--- src/rtl/uart_tx_buffered.sv ---
// Double-buffered 8-bit UART transmitter: a holding register in front of the shifter, back-to-back frames.
// Define UART_TX_PARITY_EN to add an even/odd parity bit (and the i_Parity_Odd port) between data and stop.
`timescale 1ns/1ps

module uart_tx_buffered #(
    parameter int CLKS_PER_BIT = 32
) (
    input  logic       i_Clock,
    input  logic       i_Rst_L,
    input  logic       i_TX_DV,
    input  logic [7:0] i_TX_Byte,
    input  logic       i_TX_En,
`ifdef UART_TX_PARITY_EN
    input  logic       i_Parity_Odd,
`endif
    output logic       o_TX_Serial,
    output logic       o_TX_RDY,
    output logic       o_TX_EMT,
    output logic       o_TX_Done
);

    localparam int            CW   = (CLKS_PER_BIT > 1) ? $clog2(CLKS_PER_BIT) : 1;
    localparam logic [CW-1:0] LAST = CW'(CLKS_PER_BIT - 1);

    typedef enum logic [2:0] {
        IDLE,
        START,
        DATA,
`ifdef UART_TX_PARITY_EN
        PARITY,
`endif
        STOP
    } state_t;

    state_t        state;
    logic [CW-1:0] cnt;
    logic [2:0]    bit_idx;
    logic [7:0]    shifter;
    logic [7:0]    hold;
    logic          hold_full;
`ifdef UART_TX_PARITY_EN
    logic          par_bit;
`endif

    logic bit_end;
    logic load;
    logic accept;

    assign bit_end = (cnt == LAST);
    // The shifter takes the queued byte from IDLE, or straight out of the last stop cycle for zero-gap frames.
    assign load    = hold_full && i_TX_En && ((state == IDLE) || ((state == STOP) && bit_end));
    // A write landing on the transfer edge refills the holding register even though it currently reads full.
    assign accept  = i_TX_DV && (!hold_full || load);

    assign o_TX_RDY = !hold_full;
    assign o_TX_EMT = (state == IDLE) && !hold_full;

    always_ff @(posedge i_Clock or negedge i_Rst_L) begin
        if (!i_Rst_L) begin
            state       <= IDLE;
            cnt         <= '0;
            bit_idx     <= '0;
            shifter     <= '0;
            hold        <= '0;
            hold_full   <= 1'b0;
            o_TX_Serial <= 1'b1;
            o_TX_Done   <= 1'b0;
`ifdef UART_TX_PARITY_EN
            par_bit     <= 1'b0;
`endif
        end else begin
            o_TX_Done <= 1'b0;

            if (load)
                hold_full <= 1'b0;
            if (accept) begin
                hold      <= i_TX_Byte;
                hold_full <= 1'b1;
            end

            if (state == IDLE)
                cnt <= '0;
            else
                cnt <= bit_end ? '0 : cnt + 1'b1;

            case (state)
                IDLE: o_TX_Serial <= 1'b1;
                START: begin
                    if (bit_end) begin
                        state       <= DATA;
                        bit_idx     <= 3'd0;
                        o_TX_Serial <= shifter[0];
                    end
                end
                DATA: begin
                    if (bit_end) begin
                        if (bit_idx == 3'd7) begin
`ifdef UART_TX_PARITY_EN
                            state       <= PARITY;
                            o_TX_Serial <= par_bit;
`else
                            state       <= STOP;
                            o_TX_Serial <= 1'b1;
`endif
                        end else begin
                            bit_idx     <= bit_idx + 3'd1;
                            o_TX_Serial <= shifter[bit_idx + 3'd1];
                        end
                    end
                end
`ifdef UART_TX_PARITY_EN
                PARITY: begin
                    if (bit_end) begin
                        state       <= STOP;
                        o_TX_Serial <= 1'b1;
                    end
                end
`endif
                STOP: begin
                    if (bit_end) begin
                        o_TX_Done   <= 1'b1;
                        state       <= IDLE;
                        o_TX_Serial <= 1'b1;
                    end
                end
                default: begin
                    state       <= IDLE;
                    o_TX_Serial <= 1'b1;
                end
            endcase

            // Loading overrides the IDLE/STOP next-state choices above.
            if (load) begin
                shifter     <= hold;
                state       <= START;
                o_TX_Serial <= 1'b0;
`ifdef UART_TX_PARITY_EN
                par_bit     <= (^hold) ^ i_Parity_Odd;
`endif
            end
        end
    end

endmodule

--- config.mk ---
export PLATFORM = sky130hd
export DESIGN_NAME = uart_tx_buffered
export DESIGN_NICKNAME = d
export VERILOG_FILES = /design/src/rtl/uart_tx_buffered.sv
export SDC_FILE = /design/constraint.sdc
export NUM_CORES = 1
export LEC_CHECK = 0
export BUFFER_PORTS_ARGS = -buffer_cell sky130_fd_sc_hd__buf_4
export CAP_MARGIN = 10
export CORE_ASPECT_RATIO = 0.9
export CORE_MARGIN = 8
export CORE_UTILIZATION = 45
export CTS_BUF_LIST = sky130_fd_sc_hd__clkbuf_8
export CTS_CLUSTER_SIZE = 25
export DETAILED_ROUTE_END_ITERATION = 10
export SLEW_MARGIN = 0
export SYNTH_ARGS = -nofsm -noshare
export SYNTH_HDL_FRONTEND = slang
export SYNTH_SLANG_ARGS = --single-unit
--- constraint.sdc ---
create_clock -name i_Clock -period 4.8 [get_ports i_Clock]
set_input_delay 0.96 -clock i_Clock [delete_from_list [all_inputs] [get_ports i_Clock]]
set_output_delay 0.96 -clock i_Clock [all_outputs]
set_load 0.005 [all_outputs]
* Word-level counts from Yosys, hierarchy flattened *
Cells that the tools add are included.

storage, ports and cells
  register bits = 30
  latch bits = 0
  bits in writable memories = 0
  memory bits (read-only) = 0
  input bits = 12
  logic and storage cells = 61
  memories = 0

cells by class
  add/subtract/negate cells = 2
  $mul = 0
  div/mod/pow operators = 0
  magnitude comparators = 1
  eq/ne operators = 13
  shift operators = 0
  muxes and demuxes = 23
  bitwise operators = 0
  reductions and logical operators = 14

operator list
  operator                                              number
  2-to-1 mux 3 bit                                      7
  != test 3 bit (second input constant)                 4
  one-hot mux 3 bit (4 select lines)                    1
  2-to-1 mux 1 bit                                      10
  2-to-1 mux 5 bit                                      2
  != test 2 bit (second input constant)                 4
  equality test 3 x 2 -> 1 bit (second input constant)  2
  one-hot mux 3 bit (2 select lines)                    1
  adder 5 x 1 -> 5 bit (second input constant)          1
  equality test 5 bit (second input constant)           1
  logical AND 1 bit                                     5
  AND reduction 5 bit                                   1
  < comparator 3 x 4 -> 1 bit (second input constant)   1
  AND reduction 4 bit                                   1
  nonzero test 2 bit                                    2
  adder 3 x 1 -> 3 bit (second input constant)          1
  binary-select mux 1 bit (select 3 bit)                1
  equality test 3 x 1 -> 1 bit (second input constant)  1
  equality test 3 bit (second input constant)           1
  logical NOT 3 bit                                     1
  one-hot mux 1 bit (3 select lines)                    1
  AND reduction 3 bit                                   1
  logical OR 1 bit                                      2
  logical NOT 1 bit                                     1

* Logic depth before layout (Yosys ltp) *
Gate-level depths: netlist of the first run.

  depth in word-level cells = 7
  mapped depth = 9
  gate-level depth less buffers = 7

* Worst setup path before layout of the first run *
OpenSTA, ideal clock, no wires.

  path kind = register -> register
  start point = reg cnt[0]
  end point = reg hold[0]
  setup time = 0.125 ns
  arrival time = 1.818 ns
  data required time = 4.675 ns
  slack = 2.857 ns
  stages on the path, launching flop included = 9
  path buffers = 1
  clock period less this slack = 1.943 ns
  path through = dfrtp_1 ha_1 and3_1 ha_1 buf_4 a21oi_2 o21ai_2 nand2_2 mux2_2

between the ends
  word-level cells in the longest chain between the ends = 6

ends and longest elaborated chain
  element                   RTL line  text
  start: declaration        36        logic [CW-1:0] cnt;
  start signal: assignment  84        cnt <= bit_end ? '0 : cnt + 1'b1;
  equality test 5 bit       49        assign bit_end = (cnt == LAST);
  logical AND 1 bit         51        assign load = hold_full && i_TX_En && ((state == IDLE) || ((state == STOP) && bit_end));
  logical OR 1 bit          51
  logical AND 1 bit         51
  logical OR 1 bit          53        assign accept = i_TX_DV && (!hold_full || load);
  logical AND 1 bit         53
  end signal: assignment    77        hold <= i_TX_Byte;
  end: declaration          39        logic [7:0] hold;

No other way between the ends.
A chain may end at the register's enable or synchronous reset.

* Final worst setup path of the first run *
  start point = reg state[0]
  end point = out o_TX_EMT

between the ends
  word-level cells in the longest chain between the ends = 2

ends and longest elaborated chain
  element                   RTL line  text
  start: declaration        35        state_t state;
  start signal: assignment  60        state <= IDLE;
  start signal: assignment  90        state <= DATA;
  start signal: assignment  102       state <= STOP;
  logical NOT 3 bit         56        assign o_TX_EMT = (state == IDLE) && !hold_full;
  logical AND 1 bit         56
  end: declaration          18        output logic o_TX_EMT,

No other way between the ends.

==> impl_metrics.yaml, run 1 <==
critical_path:
  r2r_slack_ns: 2.74
  critPathSlowestCell: "dfrtp_1"
  path_cells: "inv_1 -> ha_1 -> nor2b_1 -> buf_4"
  reg2reg_depth: 7
  worst_setup_path_start_kind: "flop"
  startpoint: "state[0]"
  crit_type: "flop to output port"
  cp_max_fo: 8
  slowest_delay_ns: 0.40
  cp-endpoint: "o_TX_EMT"
  worstReg2RegEnd: "hold[6]"
  rr_startpoint: "cnt[0]"
  worstPathArrival_ns: 1.40
  end_kind: "output port"
  required_ns: 3.84
clocking:
  cts_hold_buf: 0
  numCtsBuffers: 5
  clk_path_buf_depth: 2
  cts_resized: 0
  cts.sinks: 29
  cts_setup_buffers: 0
  insertion_delay_ns: 0.28
  h-tree-depth: 2
  cts_root_buf: "clkbuf_8"
  cts_tree: "yes"
  clk_pin_slew_ns: 0.06
placed_design:
  placed_area_um2: 1540
  dp_hpwl_um: 1930
  gp_congestion: 0.762
  io_buffers: 15
  place_inst: 176
logic_synthesis:
  synth-seq-cells: 29
  syn_area_per_cell_um2: 11.5
  synth.yosys.seq_area_share: 0.521
  syn-num-nets: 141
  synthDistinctLibCells: 36
  synth_warnings: 0
  synth_cells: 121
  async_reset_ff_frac: 1.00
  ys.flop_type: "dfrtp_1"
  syn_area_um2: 1400
  synth_enable_flop_cells: 0
  synth_top_area_cell: "dfrtp_1"
  netlist_top_cells_area: "dfrtp_1, mux2_2, ha_1"
  synth_top_area_share: 0.502
layout:
  drive_gt1_frac: 0.284
  fillCellCount: 288
  antenna_cells: 0
  area_growth_pct: 17.9
  nets: 161
  stdcell_area_um2: 1650
  final_cells: 183
  final_core_util: 0.549
power:
  combPwrFrac: 0.334
  power_uw: 950
  intPower_uw: 648
  p_per_area_nw_per_um2: 577
  clock_power_share: 0.250
  p_sw_frac: 0.317
  p_sw_uw: 302
  seq_power_share: 0.416
  vdd_drop_max_mv: 0.290
  leakagePower_uw: 0.000810
timing:
  clock_skew_ns: 0.00389
  worstMarginPinSlew_ns: 0.634
  slew_headroom: 0.575
  min_period_ns: 2.36
  fin_tns_setup_ns: 0
  max_freq_mhz: 424
  finalHoldViolations: 0
  setup_viol: 0
  min_period_over_period: 0.491
  rsz0062_at_grt: "false"
  slew_viol_final: 0
floorplan:
  initial_core_util: 0.466
  die_y_um: 68.8
  dieWidth_um: 74.7
  die_area_um2: 5140
  num_rows: 19
  io_pins: 16
  core_um2: 3000
global_routing:
  antenna_found_initial: 0
  grt_pass1_vias: 975
  top_usage_layer: "met2"
  grt_max_degree: 30
  grt_use_met3: 0.0448
  overflow: 0
  grtUsageMet2: 0.179
  grt_pass1_wl_um: 4510
  track_usage: 0.118
  met1_usage: 0.146
route:
  drt_pre_antenna_iters: 4
  vias: 918
  drc_errors: 0
  drtIter0Drc: 19
  routed_wl_um: 2560
  vias_per_cell: 5.02
  ant_nets: 0
  wl_per_cell_um: 14.0
hold_path:
  hold_path_class: "flop to flop"
run_status:
  status: "finished, final reports clean"
flow_run:
  drv_cap: 0
[critical path: cells and delay by family (launching register included)]
| kind | cells | cell delay, ns |
|---|---|---|
| AND/OR/NAND/NOR | 1 | 0.17 |
| adder cells (fa/ha/maj) | 1 | 0.32 |
| flip-flops | 1 | 0.40 |
| buffers and inverters | 2 | 0.23 |
[power by group through the flow]
stage / logic [µW] / clock network (µW) / registers, µW
2_1_floorplan: 254 / 0 / 384
3_3_place_gp: 310 / 0 / 396
3_5_place_dp: 321 / 0 / 400
4_1_cts: 322 / 246 / 396
5_1_grt: 362 / 256 / 408
6_report: 317 / 238 / 395
[how the worst min path moves through the flow]
stage	depth (start not counted)	from	end	slack, ns
6_report	2	hold[2]	shifter[2]	0.47
5_1_grt	2	shifter[3]	shifter[3]	0.49
4_1_cts	2	hold[2]	shifter[2]	0.47
3_5_place_dp	2	hold[2]	shifter[2]	0.45
3_3_place_gp	1	cnt[0]	cnt[0]	0.45
2_1_floorplan	2	hold[0]	shifter[0]	0.43
[final cells by class]
| cell class | count | area (µm²) | area share |
|---|---|---|---|
| Sequential cell | 29 | 727 | 0.442 |
| Multi-Input combinational cell | 84 | 627 | 0.381 |
| Timing Repair Buffer | 15 | 113 | 0.0684 |
| Clock buffer | 5 | 68.8 | 0.0418 |
| Tap cell | 42 | 52.6 | 0.0319 |
| Clock inverter | 2 | 35.0 | 0.0213 |
| Inverter | 6 | 22.5 | 0.0137 |
[kinds of logic (layout without fill, tap and decap cells)]
| kind of cell | count (synthesis) | count (layout) | synth area share |
|---|---|---|---|
| adders and majority gates | 8 | 8 | 0.0718 |
| and+or+nand+nor | 44 | 44 | 0.152 |
| buffers and inverters | 8 | 28 | 0.0296 |
| AOI/OAI and AO/OA | 17 | 17 | 0.102 |
| muxes | 13 | 13 | 0.111 |
| DFF | 29 | 29 | 0.521 |
| xor gates and xnor gates | 2 | 2 | 0.0126 |
[per-layer routing]
layer  vias up  part of all wire
met5         -                 0
met4         0            0.0047
met3         2             0.048
met2        20              0.46
met1       441              0.49
li1        455                 -
[Yosys cell counts (2+ instances only)]
cell / n
mux2i_1: 2
inv_1: 6
mux2_2: 10
nand2_1: 26
nand2b_1: 2
ha_1: 8
a22o_1: 5
nor2b_1: 4
nor3_1: 4
dfrtp_1: 28
[registers in the layout, summed over array words and instances (netlist names)]
signal       flops
cnt              5
o_TX_Done        1
shifter          8
bit_idx          3
state            2
o_TX_Serial      1
hold             8
hold_full        1
[cells in the final DEF, fill, tap and decap left out, types with 2 or more instances in the layout]
cell	synthesis	final
dfrtp_1	28	28
nand2_1	26	26
buf_4	1	15
mux2_2	10	10
ha_1	8	8
inv_1	6	6
a22o_1	5	5
clkbuf_8	0	5
nor3_1	4	4
nor2b_1	4	4
mux2i_1	2	2
nand2b_1	2	2
[stage by stage]
stage | worst slack, ns | hold WS [ns]
6_report | 2.44 | 0.466
5_1_grt | 2.34 | 0.487
4_1_cts | 2.44 | 0.471
3_5_place_dp | 2.73 | 0.455
3_3_place_gp | 2.74 | 0.449
2_1_floorplan | 2.86 | 0.433
Note: power is estimated with default switching activity, not from simulation.
==> run 2: changes to the inputs <==
- PLACE_DENSITY: unset -> 0.67
- clock period: 4.8 -> 2 ns (I/O delays scaled with it)
==> run 2 against run 1 <==
Against the previous run:
- clock skew barely moved
- critical path depth is 3 higher
- design area increased by 3.0%
- cell count is 1.6% higher
- clock-buffer cell count is the same
- critical path type is now flop to flop
- critical endpoint is now hold[6]
==> impl_metrics.yaml, run 2 (same netlist as run 1, synthesis figures left out) <==
layout:
  regArea_um2: 727
  final_cell_mix: "dfrtp_1, nand2_1, buf_4"
  antenna_cells: 0
  multi_input_area_um2: 632
  final_common_cell: "dfrtp_1"
  fillCellCount: 272
  area_growth_pct: 21.5
  final_core_util: 0.566
  drive_gt1_frac: 0.299
  nets: 163
  largestRegisters: "hold (8), shifter (8), cnt (5)"
critical_path:
  r2r_slack_ns: 0.08
  cp_max_fo: 8
  rr_startpoint: "cnt[0]"
  startpoint: "cnt[0]"
  cp-endpoint: "hold[6]"
  crit_type: "flop to flop"
  reg2reg_depth: 7
  worst_setup_path_start_kind: "flop"
  required_ns: 2.16
  worstPathArrival_ns: 2.08
  worstReg2RegEnd: "hold[6]"
  end_kind: "flop"
clocking:
  cts_setup_buffers: 0
  insertion_delay_ns: 0.28
  h-tree-depth: 2
  numCtsBuffers: 5
  cts_root_buf: "clkbuf_8"
  cts_tree: "yes"
  clk_path_buf_depth: 2
  cts.sinks: 29
  clk_pin_slew_ns: 0.06
global_routing:
  grt_pass1_wl_um: 4670
  overflow: 0
  antenna_found_initial: 0
  grt_max_degree: 30
  grt_pass1_vias: 1059
  track_usage: 0.122
placed_design:
  gp_congestion: 0.736
  post-place-ws_ns: 0.0422
  io_buffers: 15
  dp_hpwl_um: 1950
route:
  drtIter0Drc: 27
  routed_wl_um: 2640
  drt_pre_antenna_iters: 4
  drc_errors: 0
  vias: 966
  wl_per_cell_um: 14.2
  ant_nets: 0
  vias_per_cell: 5.19
run_status:
  status: "finished, final reports clean"
timing:
  slew_viol_final: 0
  min_period_ns: 1.92
  rsz0062_at_grt: "false"
  min_period_over_period: 0.959
  finalHoldViolations: 0
  worst_slack_ns: 0.0812
  fin_tns_setup_ns: 0
  worstMarginPinSlew_ns: 0.668
  slew_headroom: 0.552
  setup_viol: 0
  max_freq_mhz: 521
  clock_skew_ns: 0.00378
floorplan:
  die_area_um2: 5140
  die_y_um: 68.8
  initial_core_util: 0.466
  core_um2: 3000
  io_pins: 16
  dieWidth_um: 74.7
  num_rows: 19
hold_path:
  hold_path_class: "input port to asynchronous set/reset pin"
power:
  vdd_drop_max_mv: 0.854
  p_per_area_nw_per_um2: 1440
  power_uw: 2440
  leakagePower_uw: 0.000842
flow_run:
  drv_cap: 0
## run 2: per-stage QoR
| stage | hold slack, ns | instance area, µm² | cells |
|---|---|---|---|
| final | 0.0278 | 1700 | 186 |
| after CTS | 0.0391 | 1690 | 186 |
| after global placement | 0.337 | 1560 | 178 |
| after detailed placement | 0.348 | 1560 | 178 |
| after floorplan | 0.104 | 1400 | 121 |
| after global routing | 0.0599 | 1700 | 186 |
## run 2: metal layers
layer | GRT usage | vias to the layer above | wire length (µm)
met2 | 0.203 | 20 | 1300
met1 | 0.132 | 477 | 1130
met3 | 0.0448 | 5 | 154
li1 | - | 464 | -
met5 | 0 | - | 0
met4 | 0.0756 | 0 | 54
## run 2: area by class of cell
cell class	count	share of cell area
inverters	6	0.0133
clock buffers	5	0.0406
multi-input cells	84	0.373
clock inverters	3	0.0384
flip-flops and latches	29	0.429
repair buffers	17	0.0753
well taps	42	0.0310
## run 2: timing repair
action,in CTS,in global routing
setup endpoints to repair,0,8
gates resized for setup,0,1
hold buffers,0,0
## run 2: worst min-delay path by stage
stage	from	endpoint	slack, ns	cells after the start
2_1_floorplan	i_Rst_L	bit_idx[0]	0.10	0
3_3_place_gp	i_Rst_L	o_TX_Done	0.34	1
3_5_place_dp	i_Rst_L	state[1]	0.35	1
4_1_cts	i_Rst_L	o_TX_Done	0.04	1
5_1_grt	i_Rst_L	hold[4]	0.06	1
6_report	i_Rst_L	o_TX_Done	0.03	1
## run 2: critical path, stage by stage (launching register included)
cell and delay [ns]:
dfrtp_1 0.40, ha_1 0.22, and3_1 0.19, ha_1 0.20, a21oi_2 0.21, o21ai_2 0.10
nand2_4 0.13, mux2_2 0.35
## run 2: power breakdown
| group | internal, µW | total, µW | switching, µW |
|---|---|---|---|
| clock | 494 | 720 | 225 |
| combinational | 377 | 771 | 394 |
| sequential | 820 | 950 | 130 |
==> run 3: changes to the inputs <==
- ABC_AREA: unset -> 1
- CORE_MARGIN: 8 -> 2
==> run 3 against run 2 <==
Against the previous run:
- highest routed layer unchanged
- hold slack hardly changed
- global-route usage increased by 3.5 points
- non-clock buffer count grew 2
- largest power group unchanged
- register-to-register slack better by 0.21 ns
- critical endpoint is now hold[2]
==> impl_metrics.yaml, run 3 <==
timing:
  slew_headroom: 0.758
  holdWs_ns: 0.0277
  finalHoldViolations: 0
  min_period_over_period: 0.857
  clock_skew_ns: 0.00930
  max_freq_mhz: 584
  slew_viol_final: 0
  min_period_ns: 1.71
  rsz0062_at_grt: "false"
  fin_tns_setup_ns: 0
  worstMarginPinSlew_ns: 0.363
  setup_viol: 0
hold_path:
  hold_path_class: "input port to asynchronous set/reset pin"
power:
  vdd_drop_max_mv: 0.760
  clock_power_share: 0.269
  leakagePower_uw: 0.000866
  intPower_uw: 1530
  p_sw_uw: 788
  combPwrFrac: 0.328
  p_per_area_nw_per_um2: 1380
  seq_power_share: 0.402
  p_sw_frac: 0.340
layout:
  largestRegisters: "hold (8), shifter (8), cnt (5)"
  antenna_cells: 0
  area_growth_pct: 21.3
  multi_input_area_um2: 558
  final_cell_mix: "nand2_1, dfrtp_1, inv_1"
  regArea_um2: 727
  fillCellCount: 284
  drive_gt1_frac: 0.211
  nets: 199
  final_common_cell: "nand2_1"
floorplan:
  dieWidth_um: 62.5
  io_pins: 16
  die_y_um: 56.6
  die_area_um2: 3540
  num_rows: 19
  core_um2: 3000
  initial_core_util: 0.462
global_routing:
  grt_pass1_wl_um: 4150
  antenna_found_initial: 0
  track_usage: 0.158
  overflow: 0
  grt_pass1_vias: 976
  grt_max_degree: 30
critical_path:
  worst_setup_path_start_kind: "flop"
  crit_type: "flop to flop"
  worstPathArrival_ns: 1.88
  required_ns: 2.17
  cp_max_fo: 14
  end_kind: "flop"
clocking:
  numCtsBuffers: 5
  cts_tree: "yes"
  cts_root_buf: "clkbuf_8"
  clk_pin_slew_ns: 0.07
  cts_hold_buf: 0
  h-tree-depth: 2
  cts.sinks: 29
  clk_path_buf_depth: 2
  insertion_delay_ns: 0.28
route:
  ant_nets: 0
  drt_pre_antenna_iters: 4
  routed_wl_um: 2440
  wl_per_cell_um: 11.0
  drc_errors: 0
  vias: 1059
  vias_per_cell: 4.77
  drtIter0Drc: 36
placed_design:
  gp_congestion: 0.754
  io_buffers: 15
  dp_hpwl_um: 1730
logic_synthesis:
  yosys-top-cells-count: "nand2_1, dfrtp_1, inv_1"
  synth-compound-area-share: 0.0895
  async_reset_ff_frac: 1.00
  netlist_top_cells_area: "dfrtp_1, nand2_1, ha_1"
  synth_top_area_share: 0.506
  synth_enable_flop_cells: 0
  synthAdderAreaFrac: 0.0723
  synthDistinctLibCells: 20
  ys.flop_type: "dfrtp_1"
  yosysMostFrequentCell: "nand2_1"
  synth-seq-cells: 29
  synthMuxAreaShare: 0
  synth_top_family_by_area: "simple AND/OR/NAND/NOR gates"
  synth_top_area_cell: "dfrtp_1"
  synthXorXnorAreaFrac: 0.00633
  syn_area_um2: 1380
  synth_cells: 155
  synth_warnings: 0
  synth.yosys.seq_area_share: 0.525
  yosys.area_share.simple: 0.235
  syn-num-nets: 175
  syn_area_per_cell_um2: 8.93
run_status:
  status: "finished, final reports clean"
flow_run:
  drv_cap: 0
[run 3: cell count changes after synthesis, moves of 2 or more]
cell | previous run | this run
a21oi_1 | 0 | 2
nor2b_1 | 4 | 0
nor3_1 | 4 | 1
mux2i_1 | 2 | 0
nand2_4 | 0 | 2
a22o_1 | 5 | 0
nor2_1 | 1 | 14
o21ai_0 | 1 | 14
a21oi_2 | 1 | 5
mux2_2 | 10 | 0
inv_1 | 6 | 21
nand2b_1 | 2 | 0
nand2_1 | 26 | 38
nand3_1 | 1 | 13
[run 3: layout make-up]
cell class	count	share of cell area
Clock buffer	6	0.0492
Sequential cell	29	0.433
Clock inverter	2	0.0201
Inverter	22	0.0492
Tap cell	42	0.0313
Multi-Input combinational cell	102	0.332
Timing Repair Buffer	19	0.0849
[run 3: power groups by stage]
stage / clock network, µW / registers, µW / logic (µW)
3_3_place_gp: 0 / 940 / 701
4_1_cts: 640 / 933 / 724
6_report: 623 / 932 / 760
5_1_grt: 662 / 960 / 870
2_1_floorplan: 0 / 914 / 556
3_5_place_dp: 0 / 943 / 720
[run 3: worst paths after layout]
| path | startpoint | slack (ns) | endpoint | cells past startpoint |
|---|---|---|---|---|
| min | i_Rst_L | 0.03 | bit_idx[2] | 1 |
| min in group i_Clock | i_TX_Byte[7] | 0.35 | hold[7] | 3 |
| max reg2reg | cnt[0] | 0.29 | hold[2] | 11 |
| max | cnt[0] | 0.29 | hold[2] | 11 |
| min reg2reg | cnt[0] | 0.46 | cnt[0] | 1 |
| max in group asynchronous | i_Rst_L | 1.66 | o_TX_Serial | 1 |
[run 3: what timing repair did]
item | in CTS | in global routing
gates resized for setup | 0 | 0
setup endpoints to repair | 0 | 1
buffers inserted | 0 | 4
[run 3: routing by layer]
metal,global-route usage,part of all wire
met5,0,0
met4,0.0984,0.020
met3,0.0621,0.055
met2,0.224,0.43
met1,0.202,0.50
[run 3: cells by family after synthesis]
kind of cell,after synthesis
adder cells (fa/ha/maj),8
buffers and inverters,24
XOR/XNOR,1
flip-flops,29
AND/OR/NAND/NOR,72
AO/OA/AOI/OAI,21
[run 3: critical path: stages, from the launching register on]
cell and delay [ns]:
dfrtp_1 0.37, ha_1 0.17, nand2_1 0.07, nor2_1 0.10, ha_1 0.18, nand2_1 0.08
nand2_2 0.08, nand3_4 0.12, nand2_4 0.11, nand2_4 0.13, nor2_1 0.16, a21oi_2 0.05
[run 3: stage by stage]
stage,setup WS [ns],util,std cells,total power (µW),area [µm²]
after global placement,0.316,0.512,210,1640,1530
after global routing,0.113,0.561,222,2490,1680
after detailed placement,0.181,0.512,210,1660,1530
after floorplan,0.422,-,155,1470,1380
final,0.286,0.561,222,2320,1680
after CTS,0.167,0.551,218,2300,1650
